[config.mk]
export PLATFORM = sky130hd
export DESIGN_NAME = uart_rx_flat
export DESIGN_NICKNAME = d
export VERILOG_FILES = /design/src/rtl/uart_pkg.sv /design/src/rtl/uart_rx_if.sv /design/src/rtl/bps_rx.sv /design/src/rtl/uart_rx.sv /design/src/flat_wrapper.sv
export SDC_FILE = /design/constraint.sdc
export NUM_CORES = 1
export LEC_CHECK = 0
export CAP_MARGIN = 20
export CELL_PAD_IN_SITES_DETAIL_PLACEMENT = 0
export CELL_PAD_IN_SITES_GLOBAL_PLACEMENT = 1
export CORE_MARGIN = 2
export CORE_UTILIZATION = 40
export DETAILED_ROUTE_END_ITERATION = 8
export GPL_ROUTABILITY_DRIVEN = 0
export PLACE_DENSITY = 0.73
export SYNTH_ARGS = -nofsm -noshare
export SYNTH_HDL_FRONTEND = slang
export SYNTH_HIERARCHICAL = 1
export SYNTH_SLANG_ARGS = --single-unit
[constraint.sdc]
create_clock -name clk -period 2.95 [get_ports clk]
set_input_delay 0.7375 -clock clk [delete_from_list [all_inputs] [get_ports clk]]
set_output_delay 0.7375 -clock clk [all_outputs]
set_load 0.005 [all_outputs]
[src/rtl/uart_pkg.sv]
// Shared UART constants and types, common to the transmit and receive paths.
package uart_pkg;

    // 50 MHz system clock, 9600 baud
    localparam int BPS_DIV_DEF   = 5208;
    localparam int BPS_DIV_2_DEF = 2604;

    // 1 start + 8 data + 1 stop, no parity
    localparam int FRAME_BITS = 10;

    // Bit index width: 0 = start, 1..8 = data, 9 = stop
    localparam int BIT_W = 4;

    // Index of the last data bit (D7) within the frame
    localparam logic [BIT_W-1:0] LAST_DATA_BIT = BIT_W'(FRAME_BITS - 2);

    typedef enum logic [1:0] {
        IDLE,
        START,
        DATA,
        STOP
    } rx_state_e;

endpackage

[src/rtl/uart_rx_if.sv]
// Receive-side output bundle: received byte, strobes and busy flag.
interface uart_rx_if;

    logic [7:0] rx_data;
    logic       rx_valid;
    logic       frame_err;
    logic       rx_busy;

    modport master (
        output rx_data,
        output rx_valid,
        output frame_err,
        output rx_busy
    );

    modport slave (
        input rx_data,
        input rx_valid,
        input frame_err,
        input rx_busy
    );

endinterface

[src/rtl/bps_rx.sv]
// Receive baud counter: counts bit periods while running and strobes at mid-bit.
// Structured like the transmit-side generator so both ends sample consistently.
module bps_rx
    import uart_pkg::*;
#(
    parameter int BPS_DIV   = BPS_DIV_DEF,
    parameter int BPS_DIV_2 = BPS_DIV_2_DEF
) (
    input  logic             clk,
    input  logic             rst_n,
    input  logic             run_i,
    output logic             sample_o,
    output logic [BIT_W-1:0] bit_num_o
);

    localparam logic [15:0] CNT_MAX = 16'(BPS_DIV - 1);
    localparam logic [15:0] CNT_MID = 16'(BPS_DIV_2 - 1);

    logic [15:0]      cnt_q, cnt_d;
    logic [BIT_W-1:0] bit_num_q, bit_num_d;

    assign sample_o  = run_i && (cnt_q == CNT_MID);
    assign bit_num_o = bit_num_q;

    // Next-state: counter wraps every bit period; both counters sit at 0 while idle
    always_comb begin
        cnt_d     = cnt_q;
        bit_num_d = bit_num_q;
        if (!run_i) begin
            cnt_d     = '0;
            bit_num_d = '0;
        end else begin
            cnt_d = (cnt_q == CNT_MAX) ? '0 : cnt_q + 16'd1;
            if (sample_o) begin
                bit_num_d = bit_num_q + BIT_W'(1);
            end
        end
    end

    // Counter registers
    always_ff @(posedge clk) begin
        if (!rst_n) begin
            cnt_q     <= '0;
            bit_num_q <= '0;
        end else begin
            cnt_q     <= cnt_d;
            bit_num_q <= bit_num_d;
        end
    end

endmodule

[src/rtl/uart_rx.sv]
// UART receiver: synchronises the serial line, frames 8N1 bytes and reports
// good bytes (rx_valid) or bad stop bits (frame_err) as one-cycle pulses.
module uart_rx
    import uart_pkg::*;
#(
    parameter int BPS_DIV   = BPS_DIV_DEF,
    parameter int BPS_DIV_2 = BPS_DIV_2_DEF
) (
    input  logic             clk,
    input  logic             rst_n,
    input  logic             rs232_rx,
    uart_rx_if.master        rx_if
);

    // Synchroniser (s1, s2) plus previous-value flop (s3) for edge detection.
    // All reset high so an idle-high line never looks like a start edge.
    logic rx_s1_q, rx_s2_q, rx_s3_q;
    logic start_edge;

    rx_state_e        state_q, state_d;
    logic [7:0]       shreg_q, shreg_d;
    logic [7:0]       data_q, data_d;
    logic             valid_q, valid_d;
    logic             ferr_q, ferr_d;
    logic             busy_q, busy_d;

    logic             sample;
    logic [BIT_W-1:0] bit_num;

    assign start_edge = rx_s3_q && !rx_s2_q;

    bps_rx #(
        .BPS_DIV   (BPS_DIV),
        .BPS_DIV_2 (BPS_DIV_2)
    ) u_bps (
        .clk       (clk),
        .rst_n     (rst_n),
        .run_i     (state_q != IDLE),
        .sample_o  (sample),
        .bit_num_o (bit_num)
    );

    // Line conditioning
    always_ff @(posedge clk) begin
        if (!rst_n) begin
            rx_s1_q <= 1'b1;
            rx_s2_q <= 1'b1;
            rx_s3_q <= 1'b1;
        end else begin
            rx_s1_q <= rs232_rx;
            rx_s2_q <= rx_s1_q;
            rx_s3_q <= rx_s2_q;
        end
    end

    // Frame FSM: next state, shift register, output pulses
    always_comb begin
        state_d = state_q;
        shreg_d = shreg_q;
        data_d  = data_q;
        valid_d = 1'b0;
        ferr_d  = 1'b0;
        unique case (state_q)
            IDLE: begin
                // Only a 1->0 transition starts a frame; a held-low line does not
                if (start_edge) state_d = START;
            end
            START: begin
                // High at the start mid-point means the edge was a glitch
                if (sample) state_d = rx_s2_q ? IDLE : DATA;
            end
            DATA: begin
                if (sample) begin
                    // LSB arrives first, so shift in from the MSB side
                    shreg_d = {rx_s2_q, shreg_q[7:1]};
                    if (bit_num == LAST_DATA_BIT) state_d = STOP;
                end
            end
            STOP: begin
                // Leave at the stop mid-point for half a bit of back-to-back margin
                if (sample) begin
                    state_d = IDLE;
                    if (rx_s2_q) begin
                        data_d  = shreg_q;
                        valid_d = 1'b1;
                    end else begin
                        ferr_d  = 1'b1;
                    end
                end
            end
            default: state_d = IDLE;
        endcase
        busy_d = (state_d != IDLE);
    end

    // Frame state and output registers
    always_ff @(posedge clk) begin
        if (!rst_n) begin
            state_q <= IDLE;
            shreg_q <= '0;
            data_q  <= '0;
            valid_q <= 1'b0;
            ferr_q  <= 1'b0;
            busy_q  <= 1'b0;
        end else begin
            state_q <= state_d;
            shreg_q <= shreg_d;
            data_q  <= data_d;
            valid_q <= valid_d;
            ferr_q  <= ferr_d;
            busy_q  <= busy_d;
        end
    end

    assign rx_if.rx_data   = data_q;
    assign rx_if.rx_valid  = valid_q;
    assign rx_if.frame_err = ferr_q;
    assign rx_if.rx_busy   = busy_q;

endmodule
[src/flat_wrapper.sv]
// flat-port wrapper written by rule: the top's interface ports become plain ports
module uart_rx_flat import uart_pkg::*;
#(
    parameter int BPS_DIV   = BPS_DIV_DEF,
    parameter int BPS_DIV_2 = BPS_DIV_2_DEF
)
  (clk, rst_n, rs232_rx, rx_if_rx_data, rx_if_rx_valid, rx_if_frame_err, rx_if_rx_busy);
  uart_rx_if rx_if_i ();
  input  logic clk;
  input  logic rst_n;
  input  logic rs232_rx;
  output wire logic [$bits(rx_if_i.rx_data)-1:0] rx_if_rx_data;
  output wire logic [$bits(rx_if_i.rx_valid)-1:0] rx_if_rx_valid;
  output wire logic [$bits(rx_if_i.frame_err)-1:0] rx_if_frame_err;
  output wire logic [$bits(rx_if_i.rx_busy)-1:0] rx_if_rx_busy;
  assign rx_if_rx_data = rx_if_i.rx_data;
  assign rx_if_rx_valid = rx_if_i.rx_valid;
  assign rx_if_frame_err = rx_if_i.frame_err;
  assign rx_if_rx_busy = rx_if_i.rx_busy;
  uart_rx #(.BPS_DIV(BPS_DIV), .BPS_DIV_2(BPS_DIV_2)) u_core (.clk(clk), .rst_n(rst_n), .rs232_rx(rs232_rx), .rx_if(rx_if_i));
endmodule
# Word-level counts from Yosys, hierarchy flattened
# Cells that the tools add are included.
# classes
n_eq_ne	6
n_shift	0
reduce_logical	11
bitwise_logic	2
add_sub_neg	2
multipliers	0
n_lt_le_gt_ge	0
muxes	9
div	0
# op_table
op	count
16-bit by 1-bit adder with 16-bit output (second input constant)	1
16-bit by 12-bit equality test with 1-bit output (second input constant)	1
16-bit by 13-bit equality test with 1-bit output (second input constant)	1
2-bit two-way mux	6
2-bit one-hot mux with 4 select lines	1
3-bit AND reduction	2
4-bit by 1-bit adder with 4-bit output (second input constant)	1
2-bit equality test (second input constant)	2
4-bit equality test (second input constant)	1
2-bit AND reduction	2
2-bit nonzero test	2
3-bit OR reduction	1
2-bit by 1-bit equality test with 1-bit output (second input constant)	1
1-bit logical AND	2
2-bit logical NOT	1
1-bit two-way mux	2
1-bit inverter	2
1-bit logical NOT	1
# totals
memories	0
ramBits	0
reg_bits	44
mem_bits_ro	0
latchBits	0
word_cells	41
out_inout_bits	11

# Longest topological paths before layout
# Gate-level depths: netlist of the first run.
# logic_depth
ltp_word	5
depth_mapped	7
depth_no_buf	6

# Modules after synthesis
# Netlist of the first run, hierarchy kept.
# modules_own_cells
mod	seq_area_each_um2	area_per_inst_um2	instances	cells_per_inst
bps_rx	400.4	942.2	1	103
uart_rx	480.5	895.9	1	88

# Worst setup path before layout of the first run
# No wires, ideal clock.
# synth_timing
path_kind	register to register
from	register u_core.state_q[0]
to	register u_core.busy_q, in the netlist u_core/rx_if.rx_busy
synth_period_minus_slack_ps	2501
path_slack_ps	449
setup_time_ps	125
t_arrival_ps	2375
stages_incl_launch_ff	7
cell_sequence	dfxtp_1 or2_2 or4b_4 nor4_4 nand2_2 mux2_4 o41a_1
# synth_between
elab_chain_cells	5
# synth_rtl
element	line	text
start, declared	uart_rx.sv:20	rx_state_e state_q, state_d;
start signal, assigned	uart_rx.sv:106	state_q <= state_d;
2-bit nonzero test (*)	uart_rx.sv:38	.run_i (state_q != IDLE),
1-bit logical AND (*)	bps_rx.sv:22	assign sample_o = run_i && (cnt_q == CNT_MID);
net u_core.sample	uart_rx.sv:27	logic sample;
2-bit two-way mux, on equally long branches	uart_rx.sv:81, uart_rx.sv:70, uart_rx.sv:73	
2-bit one-hot mux with 4 select lines (*)	uart_rx.sv:63	unique case (state_q)
2-bit nonzero test (*)	uart_rx.sv:93	busy_d = (state_d != IDLE);
end signal, assigned	uart_rx.sv:111	busy_q <= busy_d;
end, declared	uart_rx.sv:25	logic busy_q, busy_d;
# Mark *: on every way through the listed nets, which the timed path passes. The rest lies on a longest branch.
# A chain may end at the register's enable or synchronous reset.

# Worst setup path after layout of the first run
# Ends and elaborated chain as after synthesis.

==> results of run 1 <==
[per-stage QoR]
step	worst slack, ps	utilization [%]	hold slack [ps]	total power [mW]	area [sq um]
4_1_cts	389	49.3	437	1.16	2160
2_1_floorplan	449	-	386	0.628	1840
6_report	398	49.3	430	1.15	2160
3_3_place_gp	519	46.4	390	0.638	2030
3_5_place_dp	416	46.4	405	0.639	2030
5_1_grt	241	49.3	450	1.19	2160
[where the power goes]
group | switching [mW] | internal [mW]
clock | 0.191 | 0.333
sequential | 0.00333 | 0.597
combinational | 0.0117 | 0.0131
[cell usage after synthesis, types with 2 or more instances]
master    count  area share [%]
nor2b_1       9             3.1
ha_1          3             2.0
or2_2         2            0.68
or4b_1        2             1.1
nand2_1      20             4.1
mux2i_1      10             5.4
inv_1         4            0.82
nand3_1       8             2.2
a21boi_0      8             3.3
nor4_1        5             1.7
nor3_1        3            0.82
nand2b_1      4             1.4
nor4b_1       2            0.95
nand4_1       6             2.0
and2_1        2            0.68
and4_1        2            0.95
clkbuf_1      2            0.41
nor2_1       25             5.1
buf_2         2            0.54
xnor2_1      14             6.7
dfxtp_1      44              48
[cells by family after synthesis]
| family | synth area share [%] |
|---|---|
| buffers and inverters | 2.38 |
| muxes | 6.26 |
| adders and majority gates | 2.04 |
| DFF | 47.9 |
| AOI/OAI and AO/OA | 5.99 |
| and+or+nand+nor | 28.3 |
| xor gates and xnor gates | 7.15 |
[worst max-delay path, stage by stage, from the launching register on]
cell and delay (ps):
dfxtp_1 460, or2_2 210, or4b_4 480, nor4_4 460, nand2_2 110, mux2_4 310
o41a_1 400
[sequential cells by signal, indices dropped and copies added (netlist names)]
name	cells
u_core/state_q	2
u_core/rx_if.rx_busy	1
u_core/rx_s3_q	1
u_core/shreg_q	8
u_core/u_bps/bit_num_o	4
u_core/u_bps/cnt_q	16
u_core/rx_if.rx_data	8
u_core/rx_if.rx_valid	1
u_core/rx_if.frame_err	1
u_core/rx_s1_q	1
u_core/rx_s2_q	1
[layer usage]
metal	part of all wire (%)	vias to the layer above	routed length (um)	GRT usage (%)
met1	49	595	1610	18.3
met4	0.82	0	27	4.82
met5	0	-	0	0
met3	2.8	4	92	4.78
li1	-	694	-	-
met2	48	15	1570	22.9
[final timing paths]
path / startpoint / to / slack [ps] / depth (start not counted)
min reg2reg: u_core/rx_s1_q / u_core/rx_s2_q / 430 / 1
max reg2reg: u_core/state_q[0] / u_core/rx_if.rx_busy / 400 / 6
max: u_core/state_q[0] / u_core/rx_if.rx_busy / 400 / 6
min: u_core/rx_s1_q / u_core/rx_s2_q / 430 / 1
[layout by cell type (no fill, tap or decap), types with 4 or more instances in the layout]
master and n:
a21boi_0 8, buf_4 4, clkbuf_8 5, clkdlybuf4s50_1 13
dfxtp_1 44, inv_1 4, mux2i_1 10, nand2_1 20
nand2b_1 4, nand3_1 8, nand4_1 6, nor2_1 25
nor2b_1 9, nor4_1 5, xnor2_1 14
[area by class of cell]
class | instances | area, sq um
clock buffer | 5 | 68.8
clock inverter | 2 | 60.1
fill | 391 | 2220
inverter | 4 | 15.0
tap | 52 | 65.1
timing repair buffer | 17 | 160
multi-input combinational | 138 | 913
sequential | 44 | 881
==> reports/metrics.cfg, run 1 <==
[floorplanning]
core-area_sq_um=4380
die_w_um=71.8
fp.dieH_um=71.8
initial_core_util_pct=41.9
ios=14
num_rows=24
dieArea_sq_um=5150

[cts]
cts_root_buf=clkbuf_8
htreeDepth=2
post-cts-setup-buffers=0
cts_tree=done
post_cts_resized=0
numCtsBuffers=5
postCtsHoldBufs=0
insertion_delay_ps=290
clock_path_buffers=2
clk_pin_slew_ps=80
cts.sinks=44

[routing]
via_per_inst=4.99
first_iter_violations=55
dr.pass1.iters=4
num_vias=1308
wl_per_cell_um=12.6
drc=0
ant_nets=0
wl_um=3300

[synth]
synth_area_sq_um=1840
synth_cell_type_count=35
avgSynthCellArea_sq_um=9.62
ys_seq_area_share_pct=47.9
synth-async-reset-ratio_pct=0
netlist_instances=191
yosysWarningCount=6
ys_seq_elements=44
synth_fp_nets=197
ys.flop_type=dfxtp_1
synth_edf_count=0

[setup_path]
arrival_ps=2740
setup.worst_path.class=reg2reg
cp_max_fo=8
crit_required_ps=3140
crit_path_end_kind=register
startpoint_type=register

[global_route]
grt_pass1_vias=1314
grt_first_pass_wirelength_um=5820
gr-total-overflow=0
antenna_found_initial=0
grt_start_max_net_pins=17
track_usage_pct=14.4

[finish]
antenna_cells=0
drive_above_1_share_pct=9.05
layout-area-overhead-vs-synth_pct=17.7
final_nets=216
layout.cells.non_filler=262

[sta]
period_needed_ps=2550
tns_ps=0
hold_violations=0
worstMarginPinSlew_ps=555
slew_headroom_pct=62.5
maxSlewViolCount=0
clock_skew_ps=11.2
fmax_mhz=392
setup_viol=0
fin_crit_sh_pct=86.5
grt_setup_unrepaired=false

[pwr]
p_leak_nw=0.758
p_per_area_nw_per_um2=531
ir_drop_v=0.000239

[placement]
hpwl_um=2400
dp.cells=255
portBuffers=13

[job]
cap_violations=0

[worst_hold_path]
hold_class=reg2reg

[run_status]
status=finished clean

Power figures use the tool's default switching activity.
==> inputs of run 2 (changes only) <==
--- a/config.mk
+++ b/config.mk
@@ -13,6 +13,7 @@
 export DETAILED_ROUTE_END_ITERATION = 8
 export GPL_ROUTABILITY_DRIVEN = 0
 export PLACE_DENSITY = 0.73
+export SLEW_MARGIN = 10
 export SYNTH_ARGS = -nofsm -noshare
 export SYNTH_HDL_FRONTEND = slang
 export SYNTH_HIERARCHICAL = 1
==> results of run 2 <==
No change in the layout: final DEF, timing and power equal those of run 1.
==> inputs of run 3 (changes only) <==
--- a/config.mk
+++ b/config.mk
@@ -8,13 +8,12 @@
 export CAP_MARGIN = 20
 export CELL_PAD_IN_SITES_DETAIL_PLACEMENT = 0
 export CELL_PAD_IN_SITES_GLOBAL_PLACEMENT = 1
-export CORE_MARGIN = 2
+export CORE_MARGIN = 3
 export CORE_UTILIZATION = 40
 export DETAILED_ROUTE_END_ITERATION = 8
 export GPL_ROUTABILITY_DRIVEN = 0
-export PLACE_DENSITY = 0.73
+export PLACE_DENSITY = 0.74
 export SLEW_MARGIN = 10
 export SYNTH_ARGS = -nofsm -noshare
 export SYNTH_HDL_FRONTEND = slang
-export SYNTH_HIERARCHICAL = 1
 export SYNTH_SLANG_ARGS = --single-unit
==> run 3 against run 2 <==
Hold slack got worse by 27 ps; die area rose by 8.4%; non-clock buffer count down 2; routed wire length increased by 12%; critical path depth shrank 1; sequential share of layout area increased by 0.38 points; final area shrank 0.92%; largest cell class unchanged.
==> reports/metrics.cfg, run 3 <==
[run_status]
status=finished clean

[cts]
post-cts-setup-buffers=0  ; unchanged
cts_tree=done
insertion_delay_ps=290  ; about the same
postCtsHoldBufs=0  ; unchanged
post_cts_resized=0  ; unchanged
htreeDepth=2  ; unchanged
clock_path_buffers=2  ; unchanged
cts.sinks=44  ; unchanged
cts_root_buf=clkbuf_8
numCtsBuffers=5  ; unchanged
clk_pin_slew_ps=80  ; about the same

[pwr]
p_int_mw=0.794  ; -16%
p_leak_nw=0.661  ; -13%
ir_drop_v=0.000243  ; +1.8%
clkPwrFrac_pct=38.3  ; -7.3 points
power.switching_mw=0.212  ; +2.8%
p_seq_share_pct=59.6  ; +7.4 points
p_per_area_nw_per_um2=469  ; -12%
swShare_pct=21.0  ; +3.1 points
comb_power_share_pct=2.1  ; about the same
finalPower_mw=1.01  ; -12%

[sta]
fin_crit_sh_pct=70.2  ; -16 points
hold-worst-slack_ps=403  ; -27.1 ps
setup_viol=0  ; unchanged
grt_setup_unrepaired=false
clock_skew_ps=5.38  ; -5.82 ps
maxSlewViolCount=0  ; unchanged
slew_headroom_pct=52.8  ; -9.7 points
worstMarginPinSlew_ps=708  ; +153 ps
tns_ps=0  ; unchanged
hold_violations=0  ; unchanged
fmax_mhz=483  ; +23%
period_needed_ps=2070  ; -481 ps

[synth]
synth-async-reset-ratio_pct=0  ; unchanged
synth_edf_count=0  ; unchanged
synth_simple_gate_area_share_pct=25.7  ; -2.6 points
synth_area_sq_um=1890  ; +2.8%
synth_cell_type_count=33  ; -5.7%
yosysMostFrequentCell=dfxtp_1
netlist_instances=214  ; +12%
synth_compound_area_share_pct=15.5  ; +9.5 points
synth_fp_nets=220  ; +12%
ys.flop_type=dfxtp_1
synth_area_leaders=dfxtp_1, nand3_1, a21boi_1
synth-xor-area-share_pct=6.03  ; -1.1 points
yosys.area.top_type_share_pct=46.6  ; -1.3 points
synth_common_cells=dfxtp_1, nand3_1, o21ai_0
synth-adder-area-share_pct=1.99  ; -0.055 points
avgSynthCellArea_sq_um=8.83  ; -8.3%
ys_seq_area_share_pct=46.6  ; -1.3 points
synthMuxAreaShare_pct=0  ; -6.3 points
synth_top_area_cell=dfxtp_1
yosysWarningCount=0  ; -6
synth_top_family_by_area=simple AND/OR/NAND/NOR gates
ys_seq_elements=44  ; unchanged

[worst_hold_path]
hold_class=reg2reg
worstHoldStart=u_core.rx_s1_q
holdPathStages=1  ; unchanged
min_to=u_core.rx_s2_q

[job]
cap_violations=0  ; unchanged

[routing]
ant_nets=0  ; unchanged
wl_per_cell_um=13.3  ; +5.3%
num_vias=1527  ; +17%
via_per_inst=5.49  ; +10%
first_iter_violations=88  ; +60%
drc=0  ; unchanged
wl_um=3690  ; +12%
dr.pass1.iters=4  ; unchanged

[finish]
nFillCells=446  ; +14%
mostFrequentLayoutCells=dfxtp_1, nand3_1, o21ai_0
layout-area-overhead-vs-synth_pct=13.4
final_nets=231  ; +6.9%
layout.cells.non_filler=278  ; +6.1%
largest-register=u_core.u_bps.cnt_q
largest_reg_flops=16  ; unchanged
drive_above_1_share_pct=7.08  ; -2.0 points
mostFrequentLayoutCell=dfxtp_1
antenna_cells=0  ; unchanged

[floorplanning]
num_rows=24  ; unchanged
initial_core_util_pct=42.5  ; +0.59 points
die_w_um=74.7  ; +4.1%
core-area_sq_um=4440  ; +1.4%
ios=14  ; unchanged
dieArea_sq_um=5580  ; +8.4%
fp.dieH_um=74.7  ; +4.1%

[global_route]
grt_pass1_vias=1415  ; +7.7%
grt_first_pass_wirelength_um=6390  ; +9.7%
gr-total-overflow=0  ; unchanged
antenna_found_initial=0  ; unchanged
track_usage_pct=14.7  ; +0.28 points
grt_start_max_net_pins=25  ; +8

[setup_path]
crit_path_end_kind=register
startpoint_type=register
startpoint=u_core.u_bps.cnt_q[0]
r2r_start=u_core.u_bps.cnt_q[0]
cp_max_fo=21  ; +13
arrival_ps=2290  ; -450 ps
r2r_slack_ps=880  ; +480 ps
crit_required_ps=3160  ; +20 ps
setup.worst_path.class=reg2reg
reg2reg_to=u_core.rx_if.rx_busy
reg2reg_depth=5  ; -1

[placement]
hpwl_um=2570  ; +7.0%
dp.cells=270  ; +5.9%
portBuffers=13  ; unchanged

run 3: cell count changes in the layout (fill, tap and decap cells not counted), sizes merged, moves of 3 or more:
cell	previous run	this run
nand4	6	3
nand2	21	10
nor2b	9	1
or3	0	4
nor2	25	20
a21boi	8	16
nand3	8	25
mux2i	10	0
inv	4	8
a21oi	1	5
o21ai	0	22
or4b	3	0
xnor2	14	10
run 3: power by group through the flow:
| stage | registers [mW] | clock network [mW] | logic [mW] |
|---|---|---|---|
| floorplan | 0.613 | 0 | 0.0129 |
| global placement | 0.614 | 0 | 0.0210 |
| detailed placement | 0.614 | 0 | 0.0214 |
| CTS | 0.600 | 0.394 | 0.0214 |
| global route | 0.601 | 0.422 | 0.0233 |
| finish | 0.600 | 0.385 | 0.0212 |
run 3: routing by layer:
layer / vias to the layer above / part of all wire, % / track usage (%) / wire length, um
met5: - / 0 / 0 / 0
met4: 0 / 1.1 / 4.35 / 41
met3: 5 / 3.4 / 4.41 / 124
met2: 21 / 49 / 25.4 / 1810
met1: 728 / 46 / 17.5 / 1710
li1: 773 / - / - / -
run 3: worst max path at each step:
stage	endpoint	slack, ps
finish	u_core.rx_if.rx_busy	880
global route	u_core.rx_if.rx_busy	660
CTS	u_core.rx_if.rx_busy	850
detailed placement	u_core.rx_if.rx_busy	780
global placement	u_core.rx_if.rx_busy	820
floorplan	u_core.u_bps.bit_num_o[3]	1320
run 3: cell families after synthesis:
family                   count (synthesis)
XOR/XNOR                                13
flip-flops                              44
buffers and inverters                   19
AO/OA/AOI/OAI                           48
AND/OR/NAND/NOR                         87
adder cells (fa/ha/maj)                  3
run 3: worst max-delay path, cell delays in order, from the launching register on:
cell and delay (ps):
dfxtp_1 410, ha_1 280, and4bb_1 230, and4_1 650, a31oi_1 210, o221ai_1 210
run 3: cell type report:
cell class	instances	area [sq um]	share of cell area, %
multi-input combinational	151	930	43.4
sequential	44	881	41.1
timing repair buffer	15	145	6.77
clock buffer	6	82.6	3.85
tap	52	65.1	3.04
inverter	8	30.0	1.40
clock inverter	2	10.0	0.467
run 3: through the flow:
stage | utilization, % | setup WS (ps) | cell area, sq um
after floorplan | - | 1320 | 1890
after global placement | 46.1 | 822 | 2050
after detailed placement | 46.1 | 777 | 2050
after CTS | 48.2 | 852 | 2140
after global routing | 48.2 | 660 | 2140
final | 48.2 | 880 | 2140
